$ cat src/rtl/sequence_player_if.sv
// Bus between the pattern store / transport controls and the sequence player.
// The master drives mode, tempo and pattern; the slave (player) returns position and triggers.
interface sequence_player_if #(
  parameter int CNT_W = 24
);
  logic [1:0]       mode;
  logic [CNT_W-1:0] step_len;
  logic [3:0]       seq_smpl_1;
  logic [3:0]       seq_smpl_2;
  logic [3:0]       seq_smpl_3;
  logic [3:0]       seq_smpl_4;
  logic [3:0]       seq_smpl_5;
  logic [3:0]       seq_smpl_6;
  logic [3:0]       seq_smpl_7;
  logic [3:0]       seq_smpl_8;
  logic [2:0]       play_time_idx;
  logic [3:0]       smpl_trig;
  logic             bar_start;
  logic             playing;

  modport master (
    output mode, step_len,
    output seq_smpl_1, seq_smpl_2, seq_smpl_3, seq_smpl_4,
    output seq_smpl_5, seq_smpl_6, seq_smpl_7, seq_smpl_8,
    input  play_time_idx, smpl_trig, bar_start, playing
  );

  modport slave (
    input  mode, step_len,
    input  seq_smpl_1, seq_smpl_2, seq_smpl_3, seq_smpl_4,
    input  seq_smpl_5, seq_smpl_6, seq_smpl_7, seq_smpl_8,
    output play_time_idx, smpl_trig, bar_start, playing
  );
endinterface

$ cat src/rtl/sequence_player.sv
// Plays back the 8-step x 4-sample pattern: walks the step index at a programmable tempo
// and emits a one-cycle trigger vector (plus a bar-start pulse) on every step entered.
module sequence_player #(
  parameter int CNT_W = 24
) (
  input  logic              clk,
  input  logic              rst,
  sequence_player_if.slave  bus
);

  typedef enum logic [1:0] {
    S_IDLE  = 2'd0,
    S_PLAY  = 2'd1,
    S_PAUSE = 2'd2
  } state_t;

  localparam logic [CNT_W-1:0] ONE = {{(CNT_W-1){1'b0}}, 1'b1};

  // A zero step length behaves as one cycle per step.
  function automatic logic [CNT_W-1:0] len_eff(input logic [CNT_W-1:0] len);
    return (len == '0) ? ONE : len;
  endfunction

  state_t           r_state;
  logic [CNT_W-1:0] r_cnt;
  logic [2:0]       r_idx;
  logic [3:0]       r_trig;
  logic             r_bar;
  logic             r_playing;

  logic [3:0]       w_pattern [8];
  logic [2:0]       w_idx_nxt;
  logic             w_step_end;

  assign w_pattern[0] = bus.seq_smpl_1;
  assign w_pattern[1] = bus.seq_smpl_2;
  assign w_pattern[2] = bus.seq_smpl_3;
  assign w_pattern[3] = bus.seq_smpl_4;
  assign w_pattern[4] = bus.seq_smpl_5;
  assign w_pattern[5] = bus.seq_smpl_6;
  assign w_pattern[6] = bus.seq_smpl_7;
  assign w_pattern[7] = bus.seq_smpl_8;

  assign w_idx_nxt  = r_idx + 3'd1;
  // >= so a step_len shrunk below the running count ends the step on the next edge.
  assign w_step_end = (r_cnt >= (len_eff(bus.step_len) - ONE));

  always_ff @(posedge clk or posedge rst) begin
    if (rst) begin
      r_state   <= S_IDLE;
      r_cnt     <= '0;
      r_idx     <= 3'd0;
      r_trig    <= 4'd0;
      r_bar     <= 1'b0;
      r_playing <= 1'b0;
    end else if (bus.mode == 2'b00) begin
      r_state   <= S_IDLE;
      r_cnt     <= '0;
      r_idx     <= 3'd0;
      r_trig    <= 4'd0;
      r_bar     <= 1'b0;
      r_playing <= 1'b0;
    end else if (r_state == S_IDLE) begin
      // Entering play fires step 0 on the same edge; pause from idle does nothing.
      r_cnt <= '0;
      r_idx <= 3'd0;
      if (bus.mode == 2'b01) begin
        r_state   <= S_PLAY;
        r_trig    <= w_pattern[0];
        r_bar     <= 1'b1;
        r_playing <= 1'b1;
      end else begin
        r_trig    <= 4'd0;
        r_bar     <= 1'b0;
        r_playing <= 1'b0;
      end
    end else if (bus.mode[1]) begin
      r_state   <= S_PAUSE;
      r_trig    <= 4'd0;
      r_bar     <= 1'b0;
      r_playing <= 1'b0;
    end else begin
      // Playing, or resuming from pause: the resume edge counts but never retriggers.
      r_state   <= S_PLAY;
      r_playing <= 1'b1;
      if (w_step_end) begin
        r_cnt  <= '0;
        r_idx  <= w_idx_nxt;
        r_trig <= w_pattern[w_idx_nxt];
        r_bar  <= (w_idx_nxt == 3'd0);
      end else begin
        r_cnt  <= r_cnt + ONE;
        r_trig <= 4'd0;
        r_bar  <= 1'b0;
      end
    end
  end

  assign bus.play_time_idx = r_idx;
  assign bus.smpl_trig     = r_trig;
  assign bus.bar_start     = r_bar;
  assign bus.playing       = r_playing;

endmodule

$ cat src/flat_wrapper.sv
// flat-port wrapper written by rule: the top's interface ports become plain ports
module sequence_player_flat 
#(
  parameter int CNT_W = 24
)
  (clk, rst, bus_mode, bus_step_len, bus_seq_smpl_1, bus_seq_smpl_2, bus_seq_smpl_3, bus_seq_smpl_4, bus_seq_smpl_5, bus_seq_smpl_6, bus_seq_smpl_7, bus_seq_smpl_8, bus_play_time_idx, bus_smpl_trig, bus_bar_start, bus_playing);
  sequence_player_if #(.CNT_W(CNT_W)) bus_i ();
  input  logic clk;
  input  logic rst;
  input wire logic [$bits(bus_i.mode)-1:0] bus_mode;
  input wire logic [$bits(bus_i.step_len)-1:0] bus_step_len;
  input wire logic [$bits(bus_i.seq_smpl_1)-1:0] bus_seq_smpl_1;
  input wire logic [$bits(bus_i.seq_smpl_2)-1:0] bus_seq_smpl_2;
  input wire logic [$bits(bus_i.seq_smpl_3)-1:0] bus_seq_smpl_3;
  input wire logic [$bits(bus_i.seq_smpl_4)-1:0] bus_seq_smpl_4;
  input wire logic [$bits(bus_i.seq_smpl_5)-1:0] bus_seq_smpl_5;
  input wire logic [$bits(bus_i.seq_smpl_6)-1:0] bus_seq_smpl_6;
  input wire logic [$bits(bus_i.seq_smpl_7)-1:0] bus_seq_smpl_7;
  input wire logic [$bits(bus_i.seq_smpl_8)-1:0] bus_seq_smpl_8;
  output wire logic [$bits(bus_i.play_time_idx)-1:0] bus_play_time_idx;
  output wire logic [$bits(bus_i.smpl_trig)-1:0] bus_smpl_trig;
  output wire logic [$bits(bus_i.bar_start)-1:0] bus_bar_start;
  output wire logic [$bits(bus_i.playing)-1:0] bus_playing;
  assign bus_i.mode = bus_mode;
  assign bus_i.step_len = bus_step_len;
  assign bus_i.seq_smpl_1 = bus_seq_smpl_1;
  assign bus_i.seq_smpl_2 = bus_seq_smpl_2;
  assign bus_i.seq_smpl_3 = bus_seq_smpl_3;
  assign bus_i.seq_smpl_4 = bus_seq_smpl_4;
  assign bus_i.seq_smpl_5 = bus_seq_smpl_5;
  assign bus_i.seq_smpl_6 = bus_seq_smpl_6;
  assign bus_i.seq_smpl_7 = bus_seq_smpl_7;
  assign bus_i.seq_smpl_8 = bus_seq_smpl_8;
  assign bus_play_time_idx = bus_i.play_time_idx;
  assign bus_smpl_trig = bus_i.smpl_trig;
  assign bus_bar_start = bus_i.bar_start;
  assign bus_playing = bus_i.playing;
  sequence_player #(.CNT_W(CNT_W)) u_core (.clk(clk), .rst(rst), .bus(bus_i));
endmodule
$ cat config.mk
export PLATFORM = sky130hd
export DESIGN_NAME = sequence_player_flat
export DESIGN_NICKNAME = d
export VERILOG_FILES = /design/src/rtl/sequence_player_if.sv /design/src/rtl/sequence_player.sv /design/src/flat_wrapper.sv
export SDC_FILE = /design/constraint.sdc
export NUM_CORES = 1
export LEC_CHECK = 0
export BUFFER_PORTS_ARGS = -buffer_cell sky130_fd_sc_hd__buf_2
export CORE_MARGIN = 2
export CORE_UTILIZATION = 45
export CTS_CLUSTER_SIZE = 24
export DETAILED_ROUTE_END_ITERATION = 16
export PLACE_DENSITY = 0.73
export SLEW_MARGIN = 30
export SYNTH_ARGS = -nofsm -noshare
export SYNTH_HDL_FRONTEND = slang
export SYNTH_SLANG_ARGS = --single-unit
$ cat constraint.sdc
create_clock -name clk -period 2.75 [get_ports clk]
set_clock_uncertainty 0.05 [all_clocks]
set_input_delay 0.1375 -clock clk [delete_from_list [all_inputs] [get_ports clk]]
set_output_delay 0.1375 -clock clk [all_outputs]
set_load 0.01 [all_outputs]
## Word-level counts from Yosys, hierarchy flattened

Index checks and enable logic that the tools add are counted.

| cells by class | value |
|---|---|
| add/sub/neg operators | 3 |
| $mul | 0 |
| div/mod/pow operators | 0 |
| $lt $le $gt $ge | 2 |
| eq/ne operators | 3 |
| shift operators | 0 |
| mux-type cells | 29 |
| bitwise gates (word level) | 1 |
| reductions and logical operators | 6 |

Operator list:

| kind | count |
|---|---|
| 2-to-1 mux 24 bit | 5 |
| 2-to-1 mux 4 bit | 7 |
| adder 24 x 1 -> 24 bit, second input constant | 1 |
| greater-or-equal comparator 24 bit | 1 |
| logical NOT 24 bit | 1 |
| subtractor 24 x 1 -> 24 bit, second input constant | 1 |
| binary-select mux 4 bit (select 3 bit) | 1 |
| 2-to-1 mux 3 bit | 4 |
| 2-to-1 mux 1 bit | 8 |
| 2-to-1 mux 2 bit | 4 |
| greater-or-equal comparator 4 bit, second input constant | 1 |
| logical NOT 2 bit | 2 |
| NOT 3 -> 4 bit | 1 |
| adder 3 x 1 -> 3 bit, second input constant | 1 |
| logical NOT 3 bit | 1 |
| inequality test 3 x 1 -> 1 bit, second input constant | 1 |
| inequality test 3 x 2 -> 1 bit, second input constant | 1 |
| nonzero test 3 bit | 1 |
| == test 2 x 1 -> 1 bit, second input constant | 1 |
| AND reduction 2 bit | 1 |

| word-level totals | value |
|---|---|
| bits in registers | 35 |
| bits in latches | 0 |
| RAM bits | 0 |
| bits in read-only memories | 0 |
| bits of input ports | 60 |
| output and inout port bits | 9 |
| logic and storage cells | 50 |
| memories kept | 0 |

## Logic depth before layout (Yosys ltp)

| depth | value |
|---|---|
| depth in word-level cells | 9 |
| depth in mapped cells | 16 |
| gate-level depth less buffers | 14 |

## Worst setup path after synthesis

OpenSTA, ideal clock, no wires.

| path | value |
|---|---|
| kind | input port to flip-flop |
| start point | input port bus_step_len[13] |
| end point | register u_core.r_cnt[10] |
| setup time | 121 ps |
| arrival | 3,594 ps |
| path slack | -1,016 ps |
| stages | 16 |
| path through | or4_1 nor4b_4 a31oi_1 ha_1 nand3_1 nor4_1 xnor2_1 ha_1 nand4_1 nor3_1 nand2_1 and3_1 clkbuf_1 a21oi_2 buf_2 nor2_1 |

| between the ends | value |
|---|---|
| word-level cells in the longest chain between the ends | 8 |

Ends and longest elaborated chain:

| what | line | RTL |
|---|---|---|
| start: declaration | flat_wrapper.sv:11 | `input wire logic [$bits(bus_i.step_len)-1:0] bus_step_len;` |
| logical NOT 24 bit | sequence_player.sv:21 | `return (len == '0) ? ONE : len;` |
| 2-to-1 mux 24 bit * | sequence_player.sv:21 |  |
| subtractor 24 x 1 -> 24 bit * | sequence_player.sv:46 | `assign w_step_end = (r_cnt >= (len_eff(bus.step_len) - ONE));` |
| greater-or-equal comparator 24 bit * | sequence_player.sv:46 |  |
| 2-to-1 mux 24 bit * | sequence_player.sv:86 | `if (w_step_end) begin` |
| 2-to-1 mux 24 bit * | sequence_player.sv:77 | `end else if (bus.mode[1]) begin` |
| 2-to-1 mux 24 bit * | sequence_player.sv:63 | `end else if (r_state == S_IDLE) begin` |
| 2-to-1 mux 24 bit * | sequence_player.sv:56 | `end else if (bus.mode == 2'b00) begin` |
| end signal: assignment | sequence_player.sv:92 | `r_cnt <= r_cnt + ONE;` |
| end: declaration | sequence_player.sv:25 | `logic [CNT_W-1:0] r_cnt;` |

Mark *: on every way between the ends. The rest lies on a longest branch, timed or not. The select of a mux whose other input is x is not followed.
A chain may end at the register's enable or synchronous reset.

## Worst setup path after layout

| path | value |
|---|---|
| start point | input port bus_step_len[17] |
| end point | register u_core.r_cnt[5] |

Same word-level chain as after synthesis.

==> run summary <==
The total instance count after detailed placement is 514. The required time at the worst-slack endpoint is 2.90 ns. In this run the clock root is driven by a sky130_fd_sc_hd__clkbuf_8. The setup slack after layout is -0.520 ns. Along the worst path, the maximum fanout reaches 4. At the end of the flow, the number of nets in the layout was 541. The number of antenna repair diodes came out at 0. TritonCTS built the clock tree. The number of antenna violations at the first check in global routing is 0. The number of max-slew violations in the final report was 0. The largest vdd supply drop is between 0.2 and 0.25 mV. The growth of design area from synthesis to finish is 40.3%.

The number of fillers in the final layout came out at approximately 490. The number of cells on the worst reg-to-reg path is 9. The min-delay analysis places its worst path in the category in -> reg. Among all flip-flop cells after synthesis, the most frequent one is sky130_fd_sc_hd__dfrtp_1.

The post-synthesis cell area is 2970 µm². Leaving out fill and tap cells, the most frequent cells in the layout are sky130_fd_sc_hd__buf_2 (67), sky130_fd_sc_hd__buf_4 (49), sky130_fd_sc_hd__nor2_1 (39). Following the worst setup path forward leads to its endpoint at u_core.r_cnt[5]$_DFFE_PP0N_. The layer flagged by global routing as most heavily used is met2. Leaving out fill and tap cells, the most frequent cell in the layout is sky130_fd_sc_hd__buf_2. The worst register-to-register path begins at u_core.r_cnt[2]$_DFFE_PP0N_. Measured along the x axis, the die boundary spans 85.2 µm.

The first TritonRoute pass finished after 4 iterations. The startpoint of the most critical setup path is bus_step_len[17]. The areal power density over the cells is approximately 280 nW/µm². The internal reg-to-reg setup slack came out at 0.52 ns.

The detailed-route DRC error count came out at 0. Measured on the finished design, the core utilization comes to 65.5%. The share of the yosys chip area belonging to registers is 29.5%. The number of standard cells in the layout, taps in and fillers out is ~530. The flow ran to the end, but the final reports show violations.

The storage element area came out at 876 µm². The worst setup slack before clock tree synthesis is -0.935 ns. The clock-pin slew reported for the worst setup and hold paths after clock tree synthesis is 0.07 ns.

Dividing the synthesized area by the synthesized cell count gives approximately 9.0 µm². The global-route wire length before repair came out at 14,000 µm. The detail-routed via count per cell is around 5.6. The number of design-rule violations left by the first detailed-router iteration is 161. The HPWL after detailed placement is 6060 µm. The met1 global-route usage came out at 32.6%. The initialized floorplan defines 29 standard-cell rows. The synthesized instance count came out at 329.

The post-detailed-route wirelength per cell is 16.1 µm. The region available for standard cell placement spans 6350 µm². At the end of routability-driven placement, the weighted congestion stood at 0.870. The CTS buffer count came out at 5.

The remaining max-slew budget at the tightest pin is 54.6%. The remaining global-route overflow is 0. The worst setup path is of the in -> reg kind. The area of the multi-input gates came out at 2260 µm². The number of synthesized flops with an enable pin is 0. Setup violations remaining at the end of the flow were counted as 32. The tool flagged a number of max-cap violations equal to 0. No sink is reached through more buffers than the 2 on the longest clock path. The count of buffers inserted at the top-level ports is 68. For this design the top-level I/O count stands at 69. In this run the critical register-to-register path is captured at u_core.r_cnt[5]$_DFFE_PP0N_. The total global routing track utilization came out at 23.9%. The routed design has about 8500 µm of wire. The part of the cycle the worst path needs came out at 119%. The number of warnings reported in the yosys synthesis log came out at 0.

The number of different library cells in the post-synthesis netlist came out at 46. The CTS sink count came out at 35. In the global route stage, met3 resource usage came out at 2.92%. The H-tree depth is 2. The count of endpoints failing hold in the final timing report came to 0. The final reports fail on setup timing. For this run, the top clock speed supported by timing is a little over 0.3 GHz. The number of storage elements in the synthesis netlist is 35. The via count of the first global-routing pass came to a little over 3,000. The clock latency of the later-clocked register in the worst-skew pair came out at approximately 0.29 ns.

The slew at the pin closest to its max-slew limit is 0.679 ns. The post-layout minimum cycle time is 3.27 ns. The die outline height came out at 85.2 µm. The proportion of layout cells with a drive suffix above 1 came out at 42.0%. Once the floorplan was initialized, standard cells occupied 46.7% of the core.

STA classifies the critical path startpoint as a primary input. In this run the remaining antenna-violating nets after routing total 0. Entering global routing, the biggest net connects 36 pins.

The vias after detailed routing is 2,971. The static power due to leakage is around 0.0019 µW. The floorplan die area is a little over 7000 µm².

Data arrives at the worst endpoint at 3.42 ns. Counting every net in the synthesized netlist gives 417. The hold slack came out at 0.0561 ns. The async set-or-reset flop fraction in the synthesized netlist is 100%.

Setup repair after global routing could not meet its margin everywhere. STA classifies the critical path endpoint as a flop. Global routing used 40.6% of the available met2 tracks.
## registers in the layout (all words and copies together) (netlist names)
name                      count
u_core.r_state                2
u_core.bus.bar_start          1
u_core.bus.smpl_trig          4
u_core.r_cnt                 24
u_core.bus.playing            1
u_core.bus.play_time_idx      3
## layer usage
metal	wire (µm)	vias to the layer above
met4	204	0
met1	3690	1430
met5	0	-
li1	-	1441
met3	318	21
met2	4320	79
## Yosys cell counts, types with 3 or more instances
master	instances	area (µm²)
sky130_fd_sc_hd__nor2_1	41	154
sky130_fd_sc_hd__dfrtp_1	35	876
sky130_fd_sc_hd__nand2_1	32	120
sky130_fd_sc_hd__ha_1	28	350
sky130_fd_sc_hd__xnor2_1	24	210
sky130_fd_sc_hd__a21oi_1	15	75.1
sky130_fd_sc_hd__inv_1	14	52.6
sky130_fd_sc_hd__xor2_1	14	123
sky130_fd_sc_hd__nor3_1	13	65.1
sky130_fd_sc_hd__o21ai_0	13	65.1
sky130_fd_sc_hd__nand3_1	12	60.1
sky130_fd_sc_hd__nand4_1	12	75.1
sky130_fd_sc_hd__and3_1	9	56.3
sky130_fd_sc_hd__mux4_2	8	180
sky130_fd_sc_hd__a31oi_1	6	37.5
sky130_fd_sc_hd__clkbuf_1	5	18.8
sky130_fd_sc_hd__nor4_1	5	31.3
sky130_fd_sc_hd__mux2i_1	4	40.0
sky130_fd_sc_hd__o211ai_1	3	22.5
## critical path, stage by stage
cell	delay, ns
sky130_fd_sc_hd__buf_6	0.09
sky130_fd_sc_hd__or4_4	0.57
sky130_fd_sc_hd__nor4b_4	0.34
sky130_fd_sc_hd__a31oi_2	0.14
sky130_fd_sc_hd__ha_2	0.24
sky130_fd_sc_hd__buf_4	0.16
sky130_fd_sc_hd__xnor2_2	0.13
sky130_fd_sc_hd__ha_1	0.29
sky130_fd_sc_hd__and3_1	0.18
sky130_fd_sc_hd__o21ai_2	0.13
sky130_fd_sc_hd__a31oi_2	0.15
sky130_fd_sc_hd__o211ai_1	0.25
sky130_fd_sc_hd__buf_4	0.19
sky130_fd_sc_hd__buf_4	0.16
sky130_fd_sc_hd__nand2_4	0.06
sky130_fd_sc_hd__o211ai_1	0.19
## cells by family (layout without fill, tap and decap cells)
| kind of cell | after synthesis | after routing | share of synthesized area [%] |
|---|---|---|---|
| and+or+nand+nor | 143 | 143 | 25.8 |
| AOI/OAI and AO/OA | 51 | 51 | 11.1 |
| xor gates and xnor gates | 38 | 38 | 11.2 |
| DFF | 35 | 35 | 29.5 |
| adders and majority gates | 28 | 28 | 11.8 |
| buffers and inverters | 21 | 144 | 2.70 |
| muxes | 13 | 13 | 7.81 |
## stage by stage
step | TNS (ns) | instance area, µm² | power, µW
floorplan | -16.34 | 3030 | 662
global placement | -25.35 | 3780 | 783
detailed placement | -27.99 | 3780 | 794
CTS | -12.68 | 4070 | 1160
global route | -19.73 | 4160 | 1230
finish | -14.89 | 4160 | 1180
## report_power, final
part | internal [µW] | switching (µW) | total, µW
clock network | 169 | 178 | 347
registers | 523 | 5.35 | 529
logic | 148 | 151 | 299
## final cells by class
class                           count  area share, %
Inverter                           14           1.26
Sequential cell                    35           21.1
Multi-Input combinational cell    273           54.4
Tap cell                           77           2.32
Timing Repair Buffer              124           19.3
Clock buffer                        6           1.74
## timing repair
action                                  in CTS  in global routing
hold buffers                                 1                  0
endpoints found under the setup margin      32                 32
gates resized for setup                     33                 15
buffers inserted                             8                  0
pin swaps                                   14                  9
endpoints found under the hold margin       35                  0
## how the worst min path moves through the flow
stage	start	slack, ns	depth (start not counted)	endpoint
after CTS	bus_seq_smpl_1[3]	0.05	3	u_core.bus.smpl_trig[3]$_DFF_PP0_
after global placement	rst	0.20	3	u_core.bus.playing$_DFF_PP0_
final	bus_seq_smpl_1[1]	0.06	3	u_core.bus.smpl_trig[1]$_DFF_PP0_
after floorplan	bus_seq_smpl_1[0]	0.22	2	u_core.bus.smpl_trig[0]$_DFF_PP0_
after global routing	bus_seq_smpl_1[1]	0.05	3	u_core.bus.smpl_trig[1]$_DFF_PP0_
after detailed placement	rst	0.21	3	u_core.bus.playing$_DFF_PP0_
Power figures use the tool's default switching activity.
